--- src/rtl/fp32_mul_round_if.sv ---
// fp32_mul_round_if
// Groups the upstream raw-product handshake and the downstream result
// handshake of the FP32 multiplier post-normalise/round/pack stage.
//
// Upstream (master drives, slave receives):
//   in_valid_i, sign_i, exp_sum_i[9:0], mant_i[47:0], cls_a_i[2:0], cls_b_i[2:0]
//   in_ready_o (slave drives)
// Downstream:
//   out_ready_i (master drives)
//   out_valid_o, result_o[31:0], nan_o, infinit_o, overflow_o, underflow_o,
//   inexact_o (slave drives)
// Operand class encoding is {nan, inf, zero}, at most one bit set.
interface fp32_mul_round_if;
  logic        in_valid_i;
  logic        in_ready_o;
  logic        sign_i;
  logic [9:0]  exp_sum_i;
  logic [47:0] mant_i;
  logic [2:0]  cls_a_i;
  logic [2:0]  cls_b_i;
  logic        out_valid_o;
  logic        out_ready_i;
  logic [31:0] result_o;
  logic        nan_o;
  logic        infinit_o;
  logic        overflow_o;
  logic        underflow_o;
  logic        inexact_o;

  // Producer of raw products / consumer of results.
  modport master (
    output in_valid_i, sign_i, exp_sum_i, mant_i, cls_a_i, cls_b_i, out_ready_i,
    input  in_ready_o, out_valid_o, result_o,
           nan_o, infinit_o, overflow_o, underflow_o, inexact_o
  );

  // The normalise/round/pack stage itself.
  modport slave (
    input  in_valid_i, sign_i, exp_sum_i, mant_i, cls_a_i, cls_b_i, out_ready_i,
    output in_ready_o, out_valid_o, result_o,
           nan_o, infinit_o, overflow_o, underflow_o, inexact_o
  );
endinterface

--- src/rtl/fp32_mul_round.sv ---
// fp32_mul_round
// Post-multiply stage of the FP32 multiplier: takes the raw product (sign,
// biased exponent sum, 48-bit significand product, operand classes),
// normalises it, rounds to nearest-even and packs an IEEE-754 single with
// exception flags. One operation in flight; results are held in HOLD until
// the consumer takes them.
//
// Ports:
//   clk   - rising-edge clock
//   rst_n - asynchronous active-low reset
//   bus   - fp32_mul_round_if.slave: upstream raw product + valid/ready,
//           downstream result/flags + valid/ready
module fp32_mul_round (
  input logic             clk,
  input logic             rst_n,
  fp32_mul_round_if.slave bus
);

  typedef enum logic [2:0] {
    IDLE,
    NORM,
    ROUND,
    PACK,
    HOLD
  } state_t;

  state_t state;
  state_t state_next;

  // Captured operation and working values
  logic               sign_q;
  logic signed [9:0]  exp_q;
  logic [47:0]        mant_q;
  logic [2:0]         cls_a_q;
  logic [2:0]         cls_b_q;
  logic [22:0]        frac_q;
  logic               guard_q;
  logic               sticky_q;

  // Registered result and flags
  logic [31:0]        result_q;
  logic               nan_q;
  logic               inf_q;
  logic               ovf_q;
  logic               unf_q;
  logic               inx_q;

  // Rounding and packing intermediates
  logic               round_up;
  logic [24:0]        rounded;
  logic               special_nan;
  logic               any_inf;
  logic               any_zero;
  logic [31:0]        pack_result;
  logic               pack_nan;
  logic               pack_inf;
  logic               pack_ovf;
  logic               pack_unf;
  logic               pack_inx;

  // State register; reset drops any in-flight operation.
  always_ff @(posedge clk or negedge rst_n) begin
    if (!rst_n) begin
      state <= IDLE;
    end else begin
      state <= state_next;
    end
  end

  // Next-state logic: a fixed three-step walk from accept to HOLD, then wait
  // for the consumer. Handshake inputs are only looked at in their own state.
  always_comb begin
    state_next = state;
    unique case (state)
      IDLE:    if (bus.in_valid_i) state_next = NORM;
      NORM:    state_next = ROUND;
      ROUND:   state_next = PACK;
      PACK:    state_next = HOLD;
      HOLD:    if (bus.out_ready_i) state_next = IDLE;
      default: state_next = IDLE;
    endcase
  end

  assign bus.in_ready_o  = (state == IDLE);
  assign bus.out_valid_o = (state == HOLD);

  // Round-to-nearest-even: bump on guard when either sticky breaks the tie or
  // the lsb is odd. The add is done on the full 24-bit significand so a carry
  // out of the hidden bit signals renormalisation.
  always_comb begin
    round_up = guard_q & (sticky_q | frac_q[0]);
    rounded  = {2'b01, frac_q} + 25'd1;
  end

  // Exception priority: NaN (incl. inf*0) beats inf beats zero beats range.
  // inexact on a normal result reflects the bits lost before rounding.
  always_comb begin
    special_nan = cls_a_q[2] | cls_b_q[2] |
                  (cls_a_q[1] & cls_b_q[0]) | (cls_a_q[0] & cls_b_q[1]);
    any_inf     = cls_a_q[1] | cls_b_q[1];
    any_zero    = cls_a_q[0] | cls_b_q[0];

    pack_result = 32'h0;
    pack_nan    = 1'b0;
    pack_inf    = 1'b0;
    pack_ovf    = 1'b0;
    pack_unf    = 1'b0;
    pack_inx    = 1'b0;

    if (special_nan) begin
      pack_result = 32'h7FC0_0000;
      pack_nan    = 1'b1;
    end else if (any_inf) begin
      pack_result = {sign_q, 8'hFF, 23'h0};
      pack_inf    = 1'b1;
    end else if (any_zero) begin
      pack_result = {sign_q, 31'h0};
    end else if (exp_q >= 10'sd255) begin
      pack_result = {sign_q, 8'hFF, 23'h0};
      pack_ovf    = 1'b1;
      pack_inx    = 1'b1;
    end else if (exp_q <= 10'sd0) begin
      pack_result = {sign_q, 31'h0};
      pack_unf    = 1'b1;
      pack_inx    = 1'b1;
    end else begin
      pack_result = {sign_q, exp_q[7:0], frac_q};
      pack_inx    = guard_q | sticky_q;
    end
  end

  // Datapath: capture on accept, then one step of normalise, round and pack
  // per cycle. Result/flags only change in PACK so they stay put in HOLD and
  // afterwards until the next operation reaches PACK.
  always_ff @(posedge clk or negedge rst_n) begin
    if (!rst_n) begin
      sign_q   <= 1'b0;
      exp_q    <= 10'sd0;
      mant_q   <= 48'h0;
      cls_a_q  <= 3'b000;
      cls_b_q  <= 3'b000;
      frac_q   <= 23'h0;
      guard_q  <= 1'b0;
      sticky_q <= 1'b0;
      result_q <= 32'h0;
      nan_q    <= 1'b0;
      inf_q    <= 1'b0;
      ovf_q    <= 1'b0;
      unf_q    <= 1'b0;
      inx_q    <= 1'b0;
    end else begin
      unique case (state)
        IDLE: begin
          if (bus.in_valid_i) begin
            sign_q  <= bus.sign_i;
            exp_q   <= $signed(bus.exp_sum_i);
            mant_q  <= bus.mant_i;
            cls_a_q <= bus.cls_a_i;
            cls_b_q <= bus.cls_b_i;
          end
        end
        NORM: begin
          // Product of two [1,2) significands lies in [1,4); bit 47 set means
          // it is in [2,4) and needs a one-place shift plus exponent bump.
          if (mant_q[47]) begin
            frac_q   <= mant_q[46:24];
            guard_q  <= mant_q[23];
            sticky_q <= |mant_q[22:0];
            exp_q    <= exp_q + 10'sd1;
          end else begin
            frac_q   <= mant_q[45:23];
            guard_q  <= mant_q[22];
            sticky_q <= |mant_q[21:0];
          end
        end
        ROUND: begin
          if (round_up) begin
            frac_q <= rounded[22:0];
            if (rounded[24]) begin
              exp_q <= exp_q + 10'sd1;
            end
          end
        end
        PACK: begin
          result_q <= pack_result;
          nan_q    <= pack_nan;
          inf_q    <= pack_inf;
          ovf_q    <= pack_ovf;
          unf_q    <= pack_unf;
          inx_q    <= pack_inx;
        end
        HOLD: begin
        end
        default: begin
        end
      endcase
    end
  end

  assign bus.result_o    = result_q;
  assign bus.nan_o       = nan_q;
  assign bus.infinit_o   = inf_q;
  assign bus.overflow_o  = ovf_q;
  assign bus.underflow_o = unf_q;
  assign bus.inexact_o   = inx_q;

endmodule

--- src/flat_wrapper.sv ---
// flat-port wrapper written by rule: the top's interface ports become plain ports
module fp32_mul_round_flat 
  (clk, rst_n, bus_in_valid_i, bus_sign_i, bus_exp_sum_i, bus_mant_i, bus_cls_a_i, bus_cls_b_i, bus_out_ready_i, bus_in_ready_o, bus_out_valid_o, bus_result_o, bus_nan_o, bus_infinit_o, bus_overflow_o, bus_underflow_o, bus_inexact_o);
  fp32_mul_round_if bus_i ();
  input logic clk;
  input logic rst_n;
  input wire logic [$bits(bus_i.in_valid_i)-1:0] bus_in_valid_i;
  input wire logic [$bits(bus_i.sign_i)-1:0] bus_sign_i;
  input wire logic [$bits(bus_i.exp_sum_i)-1:0] bus_exp_sum_i;
  input wire logic [$bits(bus_i.mant_i)-1:0] bus_mant_i;
  input wire logic [$bits(bus_i.cls_a_i)-1:0] bus_cls_a_i;
  input wire logic [$bits(bus_i.cls_b_i)-1:0] bus_cls_b_i;
  input wire logic [$bits(bus_i.out_ready_i)-1:0] bus_out_ready_i;
  output wire logic [$bits(bus_i.in_ready_o)-1:0] bus_in_ready_o;
  output wire logic [$bits(bus_i.out_valid_o)-1:0] bus_out_valid_o;
  output wire logic [$bits(bus_i.result_o)-1:0] bus_result_o;
  output wire logic [$bits(bus_i.nan_o)-1:0] bus_nan_o;
  output wire logic [$bits(bus_i.infinit_o)-1:0] bus_infinit_o;
  output wire logic [$bits(bus_i.overflow_o)-1:0] bus_overflow_o;
  output wire logic [$bits(bus_i.underflow_o)-1:0] bus_underflow_o;
  output wire logic [$bits(bus_i.inexact_o)-1:0] bus_inexact_o;
  assign bus_i.in_valid_i = bus_in_valid_i;
  assign bus_i.sign_i = bus_sign_i;
  assign bus_i.exp_sum_i = bus_exp_sum_i;
  assign bus_i.mant_i = bus_mant_i;
  assign bus_i.cls_a_i = bus_cls_a_i;
  assign bus_i.cls_b_i = bus_cls_b_i;
  assign bus_i.out_ready_i = bus_out_ready_i;
  assign bus_in_ready_o = bus_i.in_ready_o;
  assign bus_out_valid_o = bus_i.out_valid_o;
  assign bus_result_o = bus_i.result_o;
  assign bus_nan_o = bus_i.nan_o;
  assign bus_infinit_o = bus_i.infinit_o;
  assign bus_overflow_o = bus_i.overflow_o;
  assign bus_underflow_o = bus_i.underflow_o;
  assign bus_inexact_o = bus_i.inexact_o;
  fp32_mul_round u_core (.clk(clk), .rst_n(rst_n), .bus(bus_i));
endmodule
--- config.mk ---
export PLATFORM = sky130hd
export DESIGN_NAME = fp32_mul_round_flat
export DESIGN_NICKNAME = d
export VERILOG_FILES = /design/src/rtl/fp32_mul_round_if.sv /design/src/rtl/fp32_mul_round.sv /design/src/flat_wrapper.sv
export SDC_FILE = /design/constraint.sdc
export NUM_CORES = 1
export LEC_CHECK = 0
export CAP_MARGIN = 0
export CORE_MARGIN = 2
export CORE_UTILIZATION = 37
export DETAILED_ROUTE_END_ITERATION = 10
export GPL_ROUTABILITY_DRIVEN = 0
export GPL_TIMING_DRIVEN = 1
export HOLD_SLACK_MARGIN = 0.05
export PLACE_DENSITY = 0.65
export SYNTH_ARGS = -nofsm -noshare
export SYNTH_HDL_FRONTEND = slang
export SYNTH_SLANG_ARGS = --single-unit
--- constraint.sdc ---
create_clock -name clk -period 1.9 [get_ports clk]
set_input_delay 0.38 -clock clk [delete_from_list [all_inputs] [get_ports clk]]
set_output_delay 0.38 -clock clk [all_outputs]
set_load 0.02 [all_outputs]
==> metrics.md <==
| Metric | Value |
|---|---|
| Fin area | `8700 sq um` |
| Largest family of logic cells by synthesized area | `compound AO/OA/AOI/OAI gates` |
| Final period util | `99.0%` |
| Gr usage total | `19.0%` |
| Logic gate share of total power | `46.1%` |
| Synth Area in Adders | `0.607%` |
| CTS Buf Count | `17` |
| Final ANT Viol Nets | `0` |
| Core area | `16500 sq um` |
| Clock tree from TritonCTS | `done` |
| Layout cells sized above 1 | `27.7%` |
| Setup violations, final | `0` |
| Crit start category | `flop` |
| Top delay family on crit path | `simple AND/OR/NAND/NOR gates` |
| Clock buffer depth | `2` |
| Worst setup margin | `19.2 ps` |
| Slew Limit Fails | `0` |
| Sequential share of power | `32.1%` |
| Post-DR vias/cell | `5.37` |
| Fraction of registers with async set/reset | `100%` |
| Clock root buffer | `clkbuf_16` |
| Syn-to-layout area delta | `40.7%` |
| Commonest non-fill, non-tap cell in the layout | `dfrtp_1` |
| Max FO, Critical Path | `3` |
| N_diodes | `0` |
| Simple-gate share of the synthesized area | `12.8%` |
| Slew margin rel. | `67.3%` |
| NetSw | `5680 uW` |
| Synthesized instance count | `558` |
| DIE AREA | `17800 sq um` |
| Cell-internal power | `9610 uW` |
| Hold crit path type | `in -> async` |
| Htree depth | `4` |
| Slowest stage cell on the critical path | `or4_4` |
| Leakage | `0.00358 uW` |
| Yosys cell types | `58` |
| Initial antenna violation count | `0` |
| Clk sink count | `130` |
| Worst Tran Pin Value | `490 ps` |
| Part of the power in the clock network | `21.8%` |
| Pwr Density | `1760 nW/um^2` |
| Yosys warns | `0` |
| WL final | `16000 um` |
| Sequential cell area fraction in the yosys report | `52.6%` |
| Drt drc | `0` |
| Switching Share | `37.2%` |
| Status | `finished, final reports clean` |
| Avg Cell Area, Syn | `11.1 sq um` |
| Total power | `15300 uW` |
| Post-DP HPWL | `11900 um` |
| Peak Freq | `0.532 GHz` |
| Main flop type after synthesis | `dfrtp_1` |
| Fillers | `1454` |
| Final Hold Viols | `0` |
| DIE HEIGHT | `133 um` |
| Post-Syn Area | `6180 sq um` |
| Critical path type | `reg -> reg` |
| Commonest non-fill, non-tap cells in the layout | `dfrtp_1 (129), clkdlybuf4s50_1 (104), mux2_2 (67), buf_4 (67), a21oi_1 (45)` |
| Worst Hold Slack | `470 ps` |
| CP required | `2230 ps` |
| Delay of the slowest cell on the worst path | `550 ps` |
| Pre-CTS setup slack | `16.4 ps` |
| RSZ-0062 raised after global routing | `yes` |
| Maximum VDD drop | `0.794 mV` |
| I/O pin count | `108` |
| NumNets Final | `793` |
| Initial core utilization | `37.6%` |
| Total iterations of the first detailed-routing run | `5` |
| Syn Nets | `630` |
| Crit path DAT | `2210 ps` |
| Placed Area | `7980 sq um` |
| Vias | `5123` |
| Vias in the first global route | `5221` |
| Post-synth EDFFs | `0` |
| First-pass GRT wire length | `26900 um` |
| Crit end category | `flop` |
| Final clock skew | `10.9 ps` |
| CTS clk-pin slew, worst paths | `60 ps` |
| Yosys reg bits | `130` |
| Pin count of the biggest net entering global routing | `48` |
| Initial DRC count | `314` |
| I/O Buffers | `107` |
| DR WL/cell | `16.7 um` |
| Worst-Skew Late Latency | `420 ps` |
| Buf+Inv Stages, Crit Path | `1` |
| GRT overflow | `0` |
| Xor and xnor fraction of the mapped netlist area | `0.142%` |
| Mux cell area share after synthesis | `14.1%` |
| Crit path time final | `1880 ps` |
| Max cap viols | `0` |
| Row Count | `47` |
| Synth Area in Compound Gates | `16.4%` |
| DIE WIDTH | `133 um` |
| Crit-path cells | `ha_2 > nand3_2 > or4_4 > o21ai_4 > and2_4 > buf_4 > mux2i_1` |
-- cell usage after synthesis, drive strengths merged (4+ instances only) --
library cell  count  area share, %
nand2            36            2.2
clkbuf           16           0.99
and4              5           0.71
nor3             10           0.81
a22o             26            3.7
nand3            18            1.5
or3               6           0.61
nor3b             4           0.65
mux2i            12            1.9
dfrtp           130             53
inv               5           0.30
a211oi            4           0.49
nor4              8            1.1
a2bb2oi           5           0.71
a31oi            11            1.1
o21ai            33            2.7
nor2             28            1.7
buf              22            1.9
and3              5           0.51
mux2             67             12
nand4            11            1.2
o22ai            10            1.0
a21oi            46            3.7
-- state kept, by name, indices dropped and copies added, names as in the netlist, 3 cells and up --
name,cells
u_core.bus.result_o,32
u_core.frac_q,23
u_core.cls_b_q,3
u_core.cls_a_q,3
u_core.exp_q,10
u_core.state,3
u_core.mant_q,48
-- layer usage --
layer  global-route usage, %  vias to the layer above  routed length [um]
li1                        -                     2425                   -
met1                    25.9                     2515                7370
met2                    29.9                      162                7520
met3                    4.57                       21                 829
met4                    6.09                        0                 266
met5                       0                        -                   0
-- cells by family after synthesis --
group                    count (synthesis)
adder cells (fa/ha/maj)                  3
AO/OA/AOI/OAI                          155
flip-flops                             130
AND/OR/NAND/NOR                        147
XOR/XNOR                                 1
multiplexers                            79
buffers and inverters                   43
-- path summary, 6_finish.rpt --
check | from | endpoint | slack (ps) | cells past startpoint
min reg2reg | u_core.bus.result_o[7] | u_core.bus.result_o[7] | 500 | 1
max | u_core.frac_q[1] | u_core.exp_q[1] | 20 | 7
max in group asynchronous | rst_n | u_core.state[1] | 780 | 3
max reg2reg | u_core.frac_q[1] | u_core.exp_q[1] | 20 | 7
min | rst_n | u_core.mant_q[27] | 470 | 2
min in group clk | u_core.bus.result_o[7] | u_core.bus.result_o[7] | 500 | 1
-- timing repair --
action | CTS | global route
endpoints found under the setup margin | 3 | 47
hold buffers | 1 | 0
buffers inserted | 0 | 3
endpoints found under the hold margin | 31 | 0
gates resized for setup | 7 | 16
pin swaps | 0 | 7
-- through the flow --
step	std cells	setup TNS [ps]	utilization [%]
after global placement	918	0	48.5
after floorplan	558	0	-
after detailed placement	918	0	48.5
final	954	0	52.8
after global routing	954	-112	52.8
after CTS	951	0	52.3
-- power groups by stage --
stage	clock network [uW]	logic, uW	registers [uW]
finish	3330	7050	4910
global route	3520	7730	5070
global placement	0	6650	4860
CTS	3390	6880	4900
floorplan	0	4290	4810
detailed placement	0	6840	4930
-- cell type report --
class	instances	area [sq um]	area share [%]
clock inverters	12	156	1.80
flip-flops and latches	130	3250	37.4
clock buffers	20	457	5.25
repair buffers	182	1710	19.7
inverters	5	18.8	0.216
multi-input cells	385	2830	32.5
well taps	220	275	3.16
(Power assumes the default switching activity.)
